## src/rtl/prio_encoder_8to3_q.sv

```systemverilog
// Queued 8-to-3 priority encoder: latches request pulses into a pending register and serves them as codes over valid/ready.
// Optional merge-overflow flag (ovf_clr/ovf_out) is built in when PRIO_ENC_OVF_EN is defined.
module prio_encoder_8to3_q #(
  parameter int PRIO_HIGH = 1
) (
  input  logic       clk,
  input  logic       rst_n,
  input  logic [7:0] req_in,
  input  logic       ready_in,
`ifdef PRIO_ENC_OVF_EN
  input  logic       ovf_clr,
  output logic       ovf_out,
`endif
  output logic [2:0] code_out,
  output logic       valid_out,
  output logic [7:0] pending_out,
  output logic       any_pending
);

  function automatic logic [2:0] enc_hi(input logic [7:0] p);
    logic [2:0] idx;
    casez (p)
      8'b1???_????: idx = 3'd7;
      8'b01??_????: idx = 3'd6;
      8'b001?_????: idx = 3'd5;
      8'b0001_????: idx = 3'd4;
      8'b0000_1???: idx = 3'd3;
      8'b0000_01??: idx = 3'd2;
      8'b0000_001?: idx = 3'd1;
      8'b0000_0001: idx = 3'd0;
      default:      idx = 3'd0;
    endcase
    return idx;
  endfunction

  function automatic logic [2:0] enc_lo(input logic [7:0] p);
    logic [2:0] idx;
    casez (p)
      8'b????_???1: idx = 3'd0;
      8'b????_??10: idx = 3'd1;
      8'b????_?100: idx = 3'd2;
      8'b????_1000: idx = 3'd3;
      8'b???1_0000: idx = 3'd4;
      8'b??10_0000: idx = 3'd5;
      8'b?100_0000: idx = 3'd6;
      8'b1000_0000: idx = 3'd7;
      default:      idx = 3'd0;
    endcase
    return idx;
  endfunction

  logic [7:0] pending_q, pending_d;
  logic [2:0] code_q, code_d;
  logic       valid_q, valid_d;
  logic       any_q, any_d;
  logic       load_s;
  logic       has_s;
  logic [2:0] sel_idx_s;
  logic [7:0] load_mask_s;
`ifdef PRIO_ENC_OVF_EN
  logic       ovf_q, ovf_d;
`endif

  // Selection looks only at the registered pending set, never at req_in.
  always_comb begin
    load_s    = ~valid_q | ready_in;
    has_s     = (pending_q != 8'd0);
    sel_idx_s = (PRIO_HIGH != 0) ? enc_hi(pending_q) : enc_lo(pending_q);
    if (load_s && has_s) begin
      load_mask_s = 8'd1 << sel_idx_s;
    end else begin
      load_mask_s = 8'd0;
    end
  end

  // Next-state: a request on the bit being loaded re-pends it (set wins).
  always_comb begin
    pending_d = (pending_q & ~load_mask_s) | req_in;
    any_d     = (pending_d != 8'd0);
    code_d    = code_q;
    valid_d   = valid_q;
    if (load_s) begin
      valid_d = has_s;
      if (has_s) begin
        code_d = sel_idx_s;
      end else begin
        code_d = code_q;
      end
    end else begin
      valid_d = valid_q;
    end
  end

`ifdef PRIO_ENC_OVF_EN
  // Sticky merge flag; a new merge on the clearing edge keeps it set.
  always_comb begin
    if ((req_in & pending_q & ~load_mask_s) != 8'd0) begin
      ovf_d = 1'b1;
    end else if (ovf_clr) begin
      ovf_d = 1'b0;
    end else begin
      ovf_d = ovf_q;
    end
  end

  // Overflow flag register.
  always_ff @(posedge clk or negedge rst_n) begin
    if (!rst_n) begin
      ovf_q <= 1'b0;
    end else begin
      ovf_q <= ovf_d;
    end
  end

  assign ovf_out = ovf_q;
`endif

  // Pending set and output code register; reset drops any code in flight.
  always_ff @(posedge clk or negedge rst_n) begin
    if (!rst_n) begin
      pending_q <= 8'd0;
      code_q    <= 3'd0;
      valid_q   <= 1'b0;
      any_q     <= 1'b0;
    end else begin
      pending_q <= pending_d;
      code_q    <= code_d;
      valid_q   <= valid_d;
      any_q     <= any_d;
    end
  end

  assign code_out    = code_q;
  assign valid_out   = valid_q;
  assign pending_out = pending_q;
  assign any_pending = any_q;

endmodule

```

## config.mk

```make
export PLATFORM = sky130hd
export DESIGN_NAME = prio_encoder_8to3_q
export DESIGN_NICKNAME = d
export VERILOG_FILES = /design/src/rtl/prio_encoder_8to3_q.sv
export SDC_FILE = /design/constraint.sdc
export NUM_CORES = 1
export LEC_CHECK = 0
export ABC_AREA = 1
export CORE_MARGIN = 2
export CORE_UTILIZATION = 43
export DETAILED_ROUTE_END_ITERATION = 10
export PLACE_DENSITY_LB_ADDON = 0.12
export REMOVE_ABC_BUFFERS = 1
export SYNTH_ARGS = -nofsm -noshare
export SYNTH_HDL_FRONTEND = slang
export SYNTH_SLANG_ARGS = --single-unit
```

## constraint.sdc

```tcl
create_clock -name clk -period 1.9 [get_ports clk]
set_clock_uncertainty 0.15 [all_clocks]
set_input_delay 0.38 -clock clk [delete_from_list [all_inputs] [get_ports clk]]
set_output_delay 0.38 -clock clk [all_outputs]
set_load 0.05 [all_outputs]
```

After elaboration in Yosys (flattened, before gate mapping)
Cells that the tools add are included.
W data, S select, Z words.
- flip-flop bits (word level): 13
- bits in latches: 0
- bits in writable memories: 0
- ROM bits: 0
- output and inout port bits: 13
- word-level logic and storage cells: 22
- memories kept: 0
- add/subtract/negate cells: 0
- multipliers: 0
- div/mod/pow operators: 0
- $lt $le $gt $ge: 0
- eq/ne operators: 6
- shift-type cells: 1
- multiplexer cells: 2
- bitwise logic cells: 5
- reduce and logical (&&, ||, !) cells: 4
- operators with widths (cell ; number):
    $pmux W3 S7 ; 1
    $reduce_bool A8 Y1 ; 2
    $and A8 B8 Y8 ; 1
    $mux W8 ; 1
    $not A8 Y8 ; 1
    $or A8 B8 Y8 ; 1
    $shl A1 B3 Y8 const A ; 1
    $eq A7 B1 Y1 const B ; 1
    $eq A6 B1 Y1 const B ; 1
    $eq A5 B1 Y1 const B ; 1
    $eq A4 B1 Y1 const B ; 1
    $eq A3 B1 Y1 const B ; 1
    $eq A2 B1 Y1 const B ; 1
    $reduce_and A2 Y1 ; 1
    $logic_and A1 B1 Y1 ; 1
    $not A1 Y1 ; 1
    $or A1 B1 Y1 ; 1

Longest topological paths before layout
- depth in word-level cells: 8
- mapped depth: 9
- mapped depth without buffers: 9

Worst setup path before layout
Ideal clock, no wire load.
- path type: register to register
- start point: register pending_q[2], in the netlist pending_out[2]
- end point: register any_q, in the netlist any_pending
- setup time: 0.117 ns
- arrival time: 1.437 ns
- required time: 1.633 ns
- path slack: 0.196 ns
- stages on the path, launching flop included: 10
- cell sequence: dfrtp_1 > inv_1 > nand2_1 > nor2_4 > nand2_4 > nand2_4 > a21oi_2 > nand3_1 > nor2_1 > nand2_1
- cells in the longest elaborated chain, start to end: 8
- RTL lines (what ; RTL line ; RTL):
    start: declaration ; 52 ; logic [7:0] pending_q, pending_d;
    start signal: assignment ; 126 ; pending_q <= pending_d;
    $eq A7 B1 Y1 / $eq A6 B1 Y1 (equally long branches) ; 22 ; casez (p)
    $pmux W3 S7 ; 22 ;
    $shl A1 B3 Y8 ; 70 ; load_mask_s = 8'd1 << sel_idx_s;
    $mux W8 ; 69 ; if (load_s && has_s) begin
    $not A8 Y8 ; 78 ; pending_d = (pending_q & ~load_mask_s) | req_in;
    $and A8 B8 Y8 * ; 78 ;
    $or A8 B8 Y8 * ; 78 ;
    $reduce_bool A8 Y1 * ; 79 ; any_d = (pending_d != 8'd0);
    via any_d ; 55 ; logic any_q, any_d;
    end signal: assignment ; 129 ; any_q <= any_d;
    end: declaration ; 55 ;
Mark *: on every way through the listed nets, which the timed path passes. The rest lies on a longest branch.
A chain may end at the register's enable or synchronous reset.

Final worst setup path
- start point: register pending_q[4], in the netlist pending_out[4]
- end point: register any_q, in the netlist any_pending
- cells in the longest elaborated chain, start to end: 8
- RTL lines (what ; RTL line):
    $eq A7 B1 Y1, or another cell as far along ; 22
    $pmux W3 S7 ; 22
    $shl A1 B3 Y8 ; 70
    $mux W8 ; 69
    $not A8 Y8 ; 78
    $and A8 B8 Y8 * ; 78
    $or A8 B8 Y8 * ; 78
    $reduce_bool A8 Y1 * ; 79
    via any_d ; 55
Marked as above.

==> metrics.cfg <==
[grt]
grt_overflow = 0
grt_max_degree = 10
grt_pass1_vias = 559
grt_util_all_layers = 0.157
grt_pass1_wl_um = 2260
antenna_found_initial = 0

[cts]
cts-resized-gates = 0
path_clk_slew_ns = 0.08
h-tree-depth = 1
root_buffer = clkbuf_4
cts_setup_buffers = 0
cts_buffers = 3
cts_tree = done
cts_buffer_depth = 2
cts.sinks = 13
clk_latency_ns = 0.27
hold_buffers = 0

[logic_synthesis]
yosysTopAreaCellShare = 0.471
synthCells = 88
synth-edff-count = 0
yosys_warnings = 0
yosysSeqAreaShare = 0.471
synthTopCellsByArea = dfrtp_1 47%, nand2_1 10%, inv_1 8.2%
yosys_most_used_dff = dfrtp_1
ys_seq_elements = 13
yosysTopAreaCell = dfrtp_1
avgSynthCellArea_um2 = 7.85
synth-async-reset-ratio = 1.00
synthDistinctLibCells = 16
syn_area_um2 = 691

[floorplan]
dieArea_mm2 = 0.00194
rows = 14
die_h_um = 44.1
start_util = 0.458
die_w_um = 44.1
coreArea_mm2 = 0.00151
io-pin-count = 24

[critical_path]
critPathMaxStageDelay_ns = 0.49
worstSetupStartpointType = flip-flop
cp_common_cell = nand2_1
crit_path_end_kind = flip-flop
slowest_stage = dfrtp_1
cp.arrival_ns = 1.63
critPathKind = reg -> reg
path_cells = nor2_4 -> nand2_2 -> nor2_1 -> nand3_1 -> a21oi_2 -> nand2_1 -> nor2_2 -> nand2_1
crit_buf_inv = 0
path_max_fanout = 5
path_delay_family = simple AND/OR/NAND/NOR gates
cp.required_ns = 1.92

[min_path]
hold_path_class = in -> async

[placement]
portBuffers = 23
placed_cell_area_um2 = 948
dp_hpwl_um = 1160
gp_congestion = 0.799
placed_cells = 129

[sta]
grt_setup_unrepaired = no
fin_crit_ns = 1.61
final_hold_viol_count = 0
tightest_slew_ns = 0.314
setup_violations = 0
fin_tns_setup_ns = 0
fmax_ghz = 0.622
finalCritPeriodShare = 0.847
slew_headroom = 0.790
hold_slack_ns = 0.203
drv_slew = 0

[job]
maxCapViolCount = 0

[layout]
layout-drive-gt1-share = 0.274
antenna_cells = 0
nets = 129
fin_cells = 133
final_common_cell = nand2_1
final_area_um2 = 975
syn_to_final_growth_pct = 41.1
final_cell_mix = 19 x nand2_1, 15 x inv_1, 13 x dfrtp_1, 13 x buf_4

[run_status]
status = complete, no violations

[detailed_routing]
via_per_inst = 4.79
first_iter_violations = 15
ant_nets = 0
drt-total-wl_um = 1440
firstDrtPassIters = 4
vias = 637
drc = 0
wl_per_cell_um = 10.8

[power]
leakage_uw = 0.000453
power_density_mw_per_mm2 = 634
power_uw = 618
ir_worst_vdd_v = 0.000551

[Yosys cell counts, types with 2 or more instances]
library cell,count
nand2_1,19
inv_1,15
dfrtp_1,13
nor2_1,10
nand3_1,7
o21ai_0,4
a21oi_1,3
a21oi_2,3
inv_2,2
nand2_2,2
nand2_4,2
nor2_2,2
nor2_4,2
nor3_1,2
[worst paths after layout]
| check | from | to | slack, ns | cells past startpoint |
|---|---|---|---|---|
| worst min-delay path | rst_n | pending_out[0] | 0.20 | 1 |
| min in group clk | code_out[2] | code_out[2] | 0.34 | 2 |
| max in group asynchronous | rst_n | pending_out[5] | 0.98 | 2 |
| worst max-delay path | pending_out[4] | any_pending | 0.29 | 8 |
| worst max register to register | pending_out[4] | any_pending | 0.29 | 8 |
| worst min register to register | code_out[2] | code_out[2] | 0.34 | 2 |
[sequential cells by signal, summed over array words and instances (netlist names)]
| register | flops |
|---|---|
| code_out | 3 |
| valid_out | 1 |
| any_pending | 1 |
| pending_out | 8 |
[layout make-up]
cell class	instances	area, µm²
repair buffers	25	238
fillers	132	532
multi-input cells	58	302
clock buffers	4	26.3
inverters	17	63.8
well taps	16	20.0
flip-flops and latches	13	325
[worst reg2reg max path, delay by kind of cell (launching register included)]
kind / cells / cell delay (ns)
flip-flops: 1 / 0.49
AO/OA/AOI/OAI: 1 / 0.15
AND/OR/NAND/NOR: 7 / 0.72
[metrics by stage]
stage          utilization  setup WS, ns
2_1_floorplan            -         0.196
3_3_place_gp         0.630        0.0674
3_5_place_dp         0.630        0.0178
4_1_cts              0.647         0.272
5_1_grt              0.647         0.165
6_report             0.647         0.291
[cells by family (layout without fill, tap and decap cells)]
kind of cell,after synthesis,count (layout),synth area share
AND/OR/NAND/NOR,48,48,0.348
flip-flops,13,13,0.471
AO/OA/AOI/OAI,10,10,0.0888
buffers and inverters,17,46,0.0924
[layer usage]
layer / global-route usage / wire length, µm / vias to the layer above
met5: 0 / 0 / -
met4: 0.0545 / 8 / 0
met3: 0.0327 / 77 / 2
met2: 0.268 / 688 / 19
met1: 0.195 / 663 / 290
li1: - / - / 326
[where the power goes]
| group | internal (µW) | leakage, µW | switching [µW] | total [µW] |
|---|---|---|---|---|
| Combinational | 55.3 | 0.000313 | 86.8 | 142 |
| Clock | 81.3 | 0.0000150 | 91.3 | 173 |
| Sequential | 290 | 0.000125 | 13.2 | 303 |
No activity file was read; power rests on OpenSTA's default activity.
